===== src/rtl/color_centroid.sv =====
// rtl/color_centroid.sv - centroid of colour-matched pixels per frame via restoring divide
module color_centroid #(
    parameter int          H_ACTIVE   = 640,
    parameter int          V_ACTIVE   = 480,
    parameter logic [11:0] R_MIN      = 12'd2048,
    parameter logic [11:0] G_MAX      = 12'd1024,
    parameter logic [11:0] B_MAX      = 12'd1024,
    parameter int          MIN_PIXELS = 64
) (
    input  logic        iCLK,
    input  logic        iRST,
    input  logic        iDVAL,
    input  logic [11:0] iRed,
    input  logic [11:0] iGreen,
    input  logic [11:0] iBlue,
    input  logic [10:0] iX_Cont,
    input  logic [10:0] iY_Cont,
    output logic [10:0] oRow,
    output logic [10:0] oCol,
    output logic        oDVAL,
    output logic        oBusy,
    output logic        oDrop
);

    typedef enum logic [1:0] {S_IDLE, S_DIV, S_DONE} state_t;

    state_t      r_state;
    logic [18:0] r_cnt, r_lat_cnt, r_div;
    logic [27:0] r_sum_x, r_sum_y, r_lat_sx, r_lat_sy;
    logic [27:0] r_quo_x, r_quo_y;
    logic [18:0] r_rem_x, r_rem_y;
    logic [4:0]  r_iter;
    logic        r_eof_d, r_eof_ovr;

    logic        w_match, w_eof, w_start, w_drop;
    logic [18:0] w_cnt_nx;
    logic [27:0] w_sx_nx, w_sy_nx;
    logic [19:0] w_trial_x, w_trial_y, w_diff_x, w_diff_y;
    logic        w_ge_x, w_ge_y;

    assign w_match  = iDVAL && (iRed >= R_MIN) && (iGreen <= G_MAX) && (iBlue <= B_MAX);
    assign w_eof    = iDVAL && (iX_Cont == 11'(H_ACTIVE - 1)) && (iY_Cont == 11'(V_ACTIVE - 1));
    assign w_cnt_nx = r_cnt + {18'd0, w_match};
    assign w_sx_nx  = r_sum_x + (w_match ? {17'd0, iX_Cont} : 28'd0);
    assign w_sy_nx  = r_sum_y + (w_match ? {17'd0, iY_Cont} : 28'd0);

    // The frame decision is made one edge after EOF, from the latched totals.
    assign w_start = r_eof_d && !r_eof_ovr && (r_state == S_IDLE) && (r_lat_cnt >= 19'(MIN_PIXELS));
    assign w_drop  = r_eof_d && !w_start;

    assign w_trial_x = {r_rem_x, r_quo_x[27]};
    assign w_trial_y = {r_rem_y, r_quo_y[27]};
    assign w_ge_x    = w_trial_x >= {1'b0, r_div};
    assign w_ge_y    = w_trial_y >= {1'b0, r_div};
    assign w_diff_x  = w_trial_x - {1'b0, r_div};
    assign w_diff_y  = w_trial_y - {1'b0, r_div};

    always_ff @(posedge iCLK or negedge iRST) begin
        if (!iRST) begin
            r_cnt     <= '0;
            r_sum_x   <= '0;
            r_sum_y   <= '0;
            r_lat_cnt <= '0;
            r_lat_sx  <= '0;
            r_lat_sy  <= '0;
            r_eof_d   <= 1'b0;
            r_eof_ovr <= 1'b0;
        end else begin
            r_eof_d <= w_eof;
            if (w_eof) begin
                r_lat_cnt <= w_cnt_nx;
                r_lat_sx  <= w_sx_nx;
                r_lat_sy  <= w_sy_nx;
                r_eof_ovr <= (r_state != S_IDLE);
                r_cnt     <= '0;
                r_sum_x   <= '0;
                r_sum_y   <= '0;
            end else begin
                r_cnt   <= w_cnt_nx;
                r_sum_x <= w_sx_nx;
                r_sum_y <= w_sy_nx;
            end
        end
    end

    always_ff @(posedge iCLK or negedge iRST) begin
        if (!iRST) begin
            r_state <= S_IDLE;
            r_div   <= '0;
            r_quo_x <= '0;
            r_quo_y <= '0;
            r_rem_x <= '0;
            r_rem_y <= '0;
            r_iter  <= '0;
            oRow    <= '0;
            oCol    <= '0;
            oDVAL   <= 1'b0;
            oBusy   <= 1'b0;
            oDrop   <= 1'b0;
        end else begin
            oDVAL <= 1'b0;
            oDrop <= w_drop;
            case (r_state)
                S_IDLE: begin
                    if (w_start) begin
                        r_state <= S_DIV;
                        oBusy   <= 1'b1;
                        r_div   <= r_lat_cnt;
                        r_quo_x <= r_lat_sx;
                        r_quo_y <= r_lat_sy;
                        r_rem_x <= '0;
                        r_rem_y <= '0;
                        r_iter  <= '0;
                    end
                end
                S_DIV: begin
                    // Dividend bits shift out of r_quo_* as quotient bits shift in.
                    r_rem_x <= w_ge_x ? w_diff_x[18:0] : w_trial_x[18:0];
                    r_rem_y <= w_ge_y ? w_diff_y[18:0] : w_trial_y[18:0];
                    r_quo_x <= {r_quo_x[26:0], w_ge_x};
                    r_quo_y <= {r_quo_y[26:0], w_ge_y};
                    r_iter  <= r_iter + 5'd1;
                    if (r_iter == 5'd27) r_state <= S_DONE;
                end
                S_DONE: begin
                    oCol    <= r_quo_x[10:0];
                    oRow    <= r_quo_y[10:0];
                    oDVAL   <= 1'b1;
                    oBusy   <= 1'b0;
                    r_state <= S_IDLE;
                end
                default: r_state <= S_IDLE;
            endcase
        end
    end

endmodule


===== config.mk =====
export PLATFORM = sky130hd
export DESIGN_NAME = color_centroid
export DESIGN_NICKNAME = d
export VERILOG_FILES = /design/src/rtl/color_centroid.sv
export SDC_FILE = /design/constraint.sdc
export NUM_CORES = 1
export LEC_CHECK = 0
export BUFFER_PORTS_ARGS = -buffer_cell sky130_fd_sc_hd__buf_4
export CAP_MARGIN = 20
export CORE_ASPECT_RATIO = 0.6
export CORE_MARGIN = 4
export CORE_UTILIZATION = 56
export DETAILED_ROUTE_END_ITERATION = 8
export GPL_ROUTABILITY_DRIVEN = 0
export GPL_TIMING_DRIVEN = 0
export PLACE_DENSITY_LB_ADDON = 0.05
export SKIP_LAST_GASP = 1
export SYNTH_ARGS = -nofsm -noshare
export SYNTH_HDL_FRONTEND = slang
export SYNTH_SLANG_ARGS = --single-unit

===== constraint.sdc =====
create_clock -name iCLK -period 2.8 [get_ports iCLK]
set_clock_uncertainty 0.15 [all_clocks]
set_input_delay 0 -clock iCLK [delete_from_list [all_inputs] [get_ports iCLK]]
set_output_delay 0 -clock iCLK [all_outputs]
set_load 0.02 [all_outputs]

# Yosys cells after proc, flatten, opt, wreduce, memory -nomap -nowiden
# Index checks and enable logic that the tools add are counted.
# word_totals
mem_bits_ro	0
mem_bits_rw	0
output_inout_bits	25
memories	0
elab_cells	80
latch_bits	0
regBits	297
# op_classes
mux	22
reduce_logical	19
n_mul	0
n_addsub	6
n_lt_le_gt_ge	6
eq_ne	7
div	0
n_shift	0
bitwise	0
# op_table
op	count
$mux 28	4
$pmux 28 s2	2
$mux 19	4
$pmux 19 s2	2
$add 28x11->28	2
$ge 20x19->1	2
$sub 19x19->19	2
$le 12x11->1 const B	2
$mux 11	2
$add 19x1->19	1
$ge 19x7->1 const B	1
$ge 12x12->1 const B	1
$eq 11x10->1 const B	1
$eq 11x9->1 const B	1
$pmux 5 s2	1
$logic_and 1x1->1	9
$reduce_and 2->1	4
$reduce_bool 2->1	3
$add 5x1->5 const B	1
$eq 5x5->1 const B	1
$mux 5	1
$mux 2	2
$ne 2x2->1 const B	2
$pmux 2 s2	1
6 further kinds	8

# Longest topological paths before layout
# Gate-level depths: netlist of run 1.
# depth
ltp_word	7
depth_mapped	14
ltp_nobuf	13

# Worst setup path after synthesis of run 1
# OpenSTA, ideal clock, no wires.
# synth_path
kind	in2reg
startpoint	input port iGreen[4]
endpoint	register r_lat_sy[19]
slack_ns	-0.320
arrival_time_ns	2.837
setup_ns	0.133
n_path_buf	1
path_stages	13
required_time_ns	2.517
cell_sequence	nor4_1 -> nand3_1 -> a221oi_1 -> clkbuf_1 -> and2_1 -> ha_1 -> a21oi_1 -> o21ai_0 -> or3_1 -> o21bai_1 -> nor3_1 -> xnor2_1 -> o21ai_0
# synth_between
elab_chain_len	5
# synth_rtl
element	line_no	rtl
from (decl)	14	input logic [11:0] iGreen,
$le 12x11->1	41	assign w_match = iDVAL && (iRed >= R_MIN) && (iGreen <= G_MAX) && (iBlue <= B_MAX);
$logic_and 1x1->1 (2 in series)	41	
$mux 11	45	assign w_sy_nx = r_sum_y + (w_match ? {17'd0, iY_Cont} : 28'd0);
$add 28x11->28	45	
to (signal assigned)	73	r_lat_sy <= w_sy_nx;
to (decl)	29	logic [27:0] r_sum_x, r_sum_y, r_lat_sx, r_lat_sy;
# Every way passes these cells.
# A chain may end at the register's enable or synchronous reset.

# Worst setup path after layout of run 1
# layout_path
startpoint	register r_div[0]
endpoint	register r_rem_x[14]
# layout_between
elab_chain_len	3
# layout_rtl
element	line_no	rtl
from (decl)	28	logic [18:0] r_cnt, r_lat_cnt, r_div;
from (signal assigned)	108	r_div <= r_lat_cnt;
$sub 19x19->19 / $ge 20x19->1 (equally long branches)	55, 53	
$mux 19 (*)	118	r_rem_x <= w_ge_x ? w_diff_x[18:0] : w_trial_x[18:0];
$pmux 19 s2 (*)	103	case (r_state)
to (signal assigned)	118	
to (decl)	31	logic [18:0] r_rem_x, r_rem_y;
# Mark *: on every way between the ends. The rest lies on a longest branch, timed or not.

==> results of run 1 <==
Yosys cell counts, drive strengths merged (7+ instances only):
cell type and count:
a211oi 11, a21o 17, a21oi 40, a31oi 10
and2 34, and3 18, buf 23, clkbuf 60
dfrtp 297, ha 63, inv 34, mux2 44
mux2i 75, nand2 194, nand2b 9, nand3 92
nand4 17, nand4b 7, nor2 131, nor2b 7
nor3 15, nor4 9, o211ai 10, o21a 15
o21ai 188, o21bai 8, or3 8, xnor2 53
xor2 43
logic make-up (layout without fill, tap and decap cells):
kind of cell / after synthesis / in the layout
mux: 119 / 119
flops: 297 / 297
simple gates: 554 / 554
compound gates: 328 / 328
fa+ha+maj: 67 / 67
buf+inv: 117 / 314
other cells: 0 / 1
xor+xnor: 96 / 96
per-stage QoR:
step                      instances  util [%]
after floorplan                1578         -
after global placement         2012      61.4
after detailed placement       2014      61.7
after CTS                      2102      67.3
after global routing           2135      70.5
final                          2136      70.5
final cells by class:
cell class	count	area share, %
multi-input combinational	1164	43.7
sequential	297	39.4
clock inverter	6	0.285
tap	360	2.39
buffer	78	2.15
inverter	34	0.676
antenna	1	0.0133
timing repair buffer	157	7.29
clock buffer	39	4.14
state kept, by name, indices dropped and copies added (netlist names):
signal and cells:
r_lat_sx 28, r_lat_sy 28, r_quo_x 28, r_quo_y 28
r_sum_x 28, r_sum_y 28, r_cnt 19, r_div 19
r_lat_cnt 19, r_rem_x 19, r_rem_y 19, oCol 11
oRow 11, r_iter 5, r_state 2, oBusy 1
oDVAL 1, oDrop 1, r_eof_d 1, r_eof_ovr 1
where the power goes:
group	switching [uW]	total [uW]	internal (uW)	leakage (uW)
combinational	473	838	364	0.00453
clock	1670	3610	1940	0.000407
sequential	88.9	4530	4440	0.00411
repair_timing:
action / CTS / global route
pin swaps: 29 / 58
setup endpoints to repair: 129 / 117
hold endpoints to repair: 329 / 1
setup buffers: 25 / 33
hold buffers: 21 / 1
resized for setup: 57 / 128
gates cloned: 1 / 1
metal layers:
metal | up-vias | global-route usage (%) | routed length, um
li1 | 5902 | - | -
met1 | 6286 | 42.7 | 20900
met2 | 468 | 37.3 | 17600
met3 | 56 | 7.79 | 3620
met4 | 0 | 4.54 | 607
met5 | - | 0 | 0
final timing paths:
path / start / end
setup / recovery: r_div[0]$_DFFE_PN0P_ / r_rem_x[14]$_DFFE_PN0P_
hold / removal: iY_Cont[5] / r_sum_y[5]$_DFF_PN0_
setup reg to reg: r_div[0]$_DFFE_PN0P_ / r_rem_x[14]$_DFFE_PN0P_
hold reg to reg: r_lat_sx[2]$_DFFE_PN0P_ / r_lat_sx[2]$_DFFE_PN0P_
max in group asynchronous: iRST / r_sum_x[25]$_DFF_PN0_
min in group asynchronous: iRST / r_rem_x[7]$_DFFE_PN0P_
worst max-delay path, cell delays in order (launching register included):
cell and delay (ns):
dfrtp_2 0.46, ha_2 0.21, fa_2 0.39, nor2b_4 0.14
o31a_1 0.22, o21ai_4 0.10, o22ai_4 0.19, a41oi_4 0.20
buf_6 0.17, or4_4 0.50, nand3_2 0.08
==> flow_metrics.tcl, run 1 <==
set metrics [dict create \
    grt_pass1_wl_um 65700 \
    tightest_slew_ns 0.790 \
    total_power_uw 8980 \
    synth_fa_ha_area_share_pct 5.64 \
    cts.path.max_buffers 3 \
    violations "setup timing" \
    place_ws_ns -0.898 \
    postSynthAreaPerCell_um2 9.76 \
    drive_gt1_share_pct 20.1 \
    rsz0062_at_grt "true" \
    r2r_cells 10 \
    async_flop_share_pct 100 \
    io_buffer_count 74 \
    synth_edf_count 0 \
    min_period_over_period_pct 102 \
    rows 46 \
    nets 1888 \
    synth_top_family_by_area "simple AND/OR/NAND/NOR gates" \
    final_cell_mix "dfrtp_1, nand2_1, o21ai_0" \
    max-vdd-ir-drop_mv 0.632 \
    synth_largest_area_cell "dfrtp_1" \
    mostFrequentLayoutCell "dfrtp_1" \
    initial_core_util_pct 57.6 \
    syn_nets 1706 \
    num_io_pins 86 \
    synthXorXnorAreaFrac_pct 5.46 \
    num_vias 12700 \
    arrival_ns 3.22 \
    crit_path_max_fanout 5 \
    wl_um 42800 \
    drtIter0Drc 1364 \
    grt_max_degree 115 \
    synthToLayoutAreaGrowth_pct 22.5 \
    dp_hpwl_um 29300 \
    r2r_slack_ns -0.06 \
    synth_compound_area_share_pct 12.8 \
    overflow 0 \
    required_ns 3.15 \
    register_area_um2 7430 \
    fp.coreArea_um2 26800 \
    start_kind "register" \
    die_w_um 222 \
    slew_viol_final 0 \
    whs_ns 0.00484 \
    seq_area_frac_synth_pct 48.3 \
    drc_errors 0 \
    fin_ws_ns -0.0623 \
    crit_path_end_kind "register" \
    grt_antenna_before_repair 0 \
    run_status "complete, but fails checks" \
    power.density_nw_per_um2 476 \
    wl_per_cell_um 20.0 \
    ys_ff_latch 297 \
    hp-class "input pin to register" \
    viasPerCell 5.95 \
    period_needed_ns 2.86 \
    die_h_um 136 \
    die_area_um2 30300 \
    hold_viol 0 \
    synthMuxAreaShare_pct 8.09 \
    grt_pass1_vias 12100 \
    final_cell_area_um2 18900 \
    htreeDepth 1 \
    nFillCells 1984 \
    drt_pass1_iterations 6 \
    syn_inst 1578 \
    clk_pin_slew_worst_paths_ns 0.07 \
    ant_nets 0 \
    synth_area_um2 15400 \
    relSlewSlack_pct 47.4 \
    root_buffer "clkbuf_16" \
    holdPathStages 6 \
    cts_sinks 297 \
    setup_tns_ns -0.113 \
    synth-main-ff-cell "dfrtp_1" \
    post_dp_cell_area_um2 16500 \
    yosys.area_share.simple_pct 16.8 \
    path_class "register to register" \
    multiInputGateArea_um2 8240 \
    cts_tree "done" \
    setup_violations 3 \
    ys_warn_count 0 \
    cap_violations 0 \
    clock_latency_ns 0.56 \
    ys_top_cells_by_area "dfrtp_1, o21ai_0, ha_1" \
    timing.fmax_mhz 349 \
    power_leakage_uw 0.00905 \
    yosysTopAreaCellShare_pct 48.3 \
    numCtsBuffers 28 \
    synth_cell_types 68 \
    grt_use_total_pct 27.0 \
]
Note: power is estimated with default switching activity, not from simulation.
==> run 2: changes to the inputs <==
--- a/config.mk
+++ b/config.mk
@@ -5,12 +5,12 @@
 export SDC_FILE = /design/constraint.sdc
 export NUM_CORES = 1
 export LEC_CHECK = 0
-export BUFFER_PORTS_ARGS = -buffer_cell sky130_fd_sc_hd__buf_4
 export CAP_MARGIN = 20
 export CORE_ASPECT_RATIO = 0.6
 export CORE_MARGIN = 4
-export CORE_UTILIZATION = 56
+export CORE_UTILIZATION = 58
 export DETAILED_ROUTE_END_ITERATION = 8
+export DONT_BUFFER_PORTS = 1
 export GPL_ROUTABILITY_DRIVEN = 0
 export GPL_TIMING_DRIVEN = 0
 export PLACE_DENSITY_LB_ADDON = 0.05
==> run 2 against run 1 <==
The run ends with hold timing, setup timing left. Worst setup slack worse by 0.014 ns. Register-to-register slack hardly changed. Fmax is 0.49% lower. Largest cell class unchanged. Largest power group unchanged.
==> flow_metrics.tcl, run 2 (same netlist as run 1, synthesis figures left out) <==
set metrics [dict create \
    run_status "complete, but fails checks" \
    violations "hold timing, setup timing" \
    io_buffer_count 0 \
    htreeDepth 1 \
    wl_per_cell_um 19.9 \
    rows 45 \
    fp.coreArea_um2 25700 \
    tightest_slew_ns 0.750 \
    register_area_um2 7430 \
    min_period_over_period_pct 103 \
    drt_pass1_iterations 5 \
    top_layer "met4" \
    hold_viol 297 \
    die_area_um2 29300 \
    rsz0062_at_grt "true" \
    numCtsBuffers 28 \
    path_buf_inv 0 \
    start_kind "register" \
    cts_sinks 297 \
    grt_max_degree 298 \
    relSlewSlack_pct 50.0 \
    slew_viol_final 0 \
    arrival_ns 3.24 \
    timing.fmax_mhz 348 \
    crit_family "simple AND/OR/NAND/NOR gates" \
    hp-class "input pin to asynchronous set/reset pin" \
    clk_pin_slew_worst_paths_ns 0.07 \
    power_leakage_uw 0.00859 \
    period_needed_ns 2.88 \
    max-vdd-ir-drop_mv 0.547 \
    drt-met1-wl_um 20000 \
    final_cell_area_um2 17800 \
    required_ns 3.16 \
    slowest_delay_ns 0.47 \
    viasPerCell 5.99 \
    grt_pass1_vias 11600 \
    root_buffer "clkbuf_16" \
    cts.path.max_buffers 3 \
    path_class "register to register" \
    path_depth 9 \
    nFillCells 2004 \
    cts_tree "done" \
    nets 1796 \
    fin_ws_ns -0.0764 \
    diodes 0 \
    mostFrequentLayoutCell "dfrtp_1" \
    r2r_cells 9 \
    post_dp_cell_area_um2 15900 \
    grt_antenna_before_repair 0 \
    clock_latency_ns 0.57 \
    grt_use_total_pct 27.3 \
    dp_hpwl_um 28200 \
    ant_nets 0 \
    cap_violations 0 \
    synthToLayoutAreaGrowth_pct 15.8 \
    overflow 0 \
    initial_core_util_pct 59.9 \
    cts_hold_buf 24 \
    drc_errors 0 \
    crit_path_max_fanout 3 \
    dp.cells 1930 \
    setup_violations 4 \
    num_io_pins 86 \
    drive_gt1_share_pct 13.8 \
    final_cell_mix "dfrtp_1, nand2_1, o21ai_0" \
    grt_pass1_wl_um 64000 \
    crit_path_end_kind "register" \
    multiInputGateArea_um2 7900 \
    die_w_um 218 \
    power.density_nw_per_um2 511 \
    wl_um 40600 \
    num_vias 12200 \
    wl_met2_um 16400 \
    drtIter0Drc 1074 \
    wl_met3_um 3530 \
    worstPathCellList "ha_4 > fa_2 > nor2b_2 > o31a_1 > nor2_4 > o41ai_4 > mux2_4 > or4_4 > nand3_2" \
    whs_ns -1.01 \
    die_h_um 134 \
    layout.cells.non_filler 2038 \
    crit_path_top_delay_cell "dfrtp_2" \
]
-- run 2: cell types whose count changed in the layout (fill, tap and decap cells not counted), moves of 6 or more --
cell | previous run | this run
o21ai_0 | 156 | 163
ha_4 | 18 | 8
clkbuf_1 | 55 | 48
ha_1 | 39 | 49
nor2_2 | 6 | 0
buf_4 | 121 | 40
-- run 2: final timing paths --
kind	from	to	slack [ns]
min reg2reg	r_lat_sy[1]$_DFFE_PN0P_	r_lat_sy[1]$_DFFE_PN0P_	0.33
max	r_div[0]$_DFFE_PN0P_	r_rem_y[18]$_DFFE_PN0P_	-0.08
min	iRST	r_rem_x[8]$_DFFE_PN0P_	-1.01
min in group iCLK	iBlue[10]	r_lat_cnt[0]$_DFFE_PN0P_	0.02
max reg2reg	r_div[0]$_DFFE_PN0P_	r_rem_y[18]$_DFFE_PN0P_	-0.08
max in group asynchronous	iRST	r_sum_y[13]$_DFF_PN0_	2.98
-- run 2: routing by layer --
layer | track usage [%] | up-vias
met5 | 0 | -
met4 | 4.67 | 0
met3 | 6.81 | 55
met2 | 37.0 | 392
met1 | 44.4 | 6060
li1 | - | 5707
-- run 2: stage by stage --
stage               hold slack [ns]  TNS, ns  util, %  power [uW]  setup WS (ns)
floorplan                    -0.446        0        -        5000         0.0137
global placement             -0.436   -48.33     61.7        5100         -0.662
detailed placement           -0.434   -52.98     61.7        5130         -0.686
CTS                           -1.03  -0.0573     67.4        9140        -0.0263
global route                  -1.04    -1.04     69.3        9430         -0.139
finish                        -1.01   -0.175     69.3        9110        -0.0764
-- run 2: power breakdown --
part	internal, uW	switching (uW)
clock network	2290	1690
registers	4440	73.6
logic	275	338
-- run 2: area by class of cell --
type	instances	area share (%)
multi-input combinational	1164	44.3
sequential	297	41.7
clock buffer	38	4.53
timing repair buffer	66	3.30
tap	352	2.47
buffer	77	2.17
clock inverter	10	0.814
inverter	34	0.729
-- run 2: repair_timing --
action / CTS / global route
pin swaps: 18 / 36
cloned: 0 / 1
setup buffers: 16 / 25
hold endpoints to repair: 342 / 297
endpoints found under the setup margin: 105 / 134
resized for setup: 45 / 83
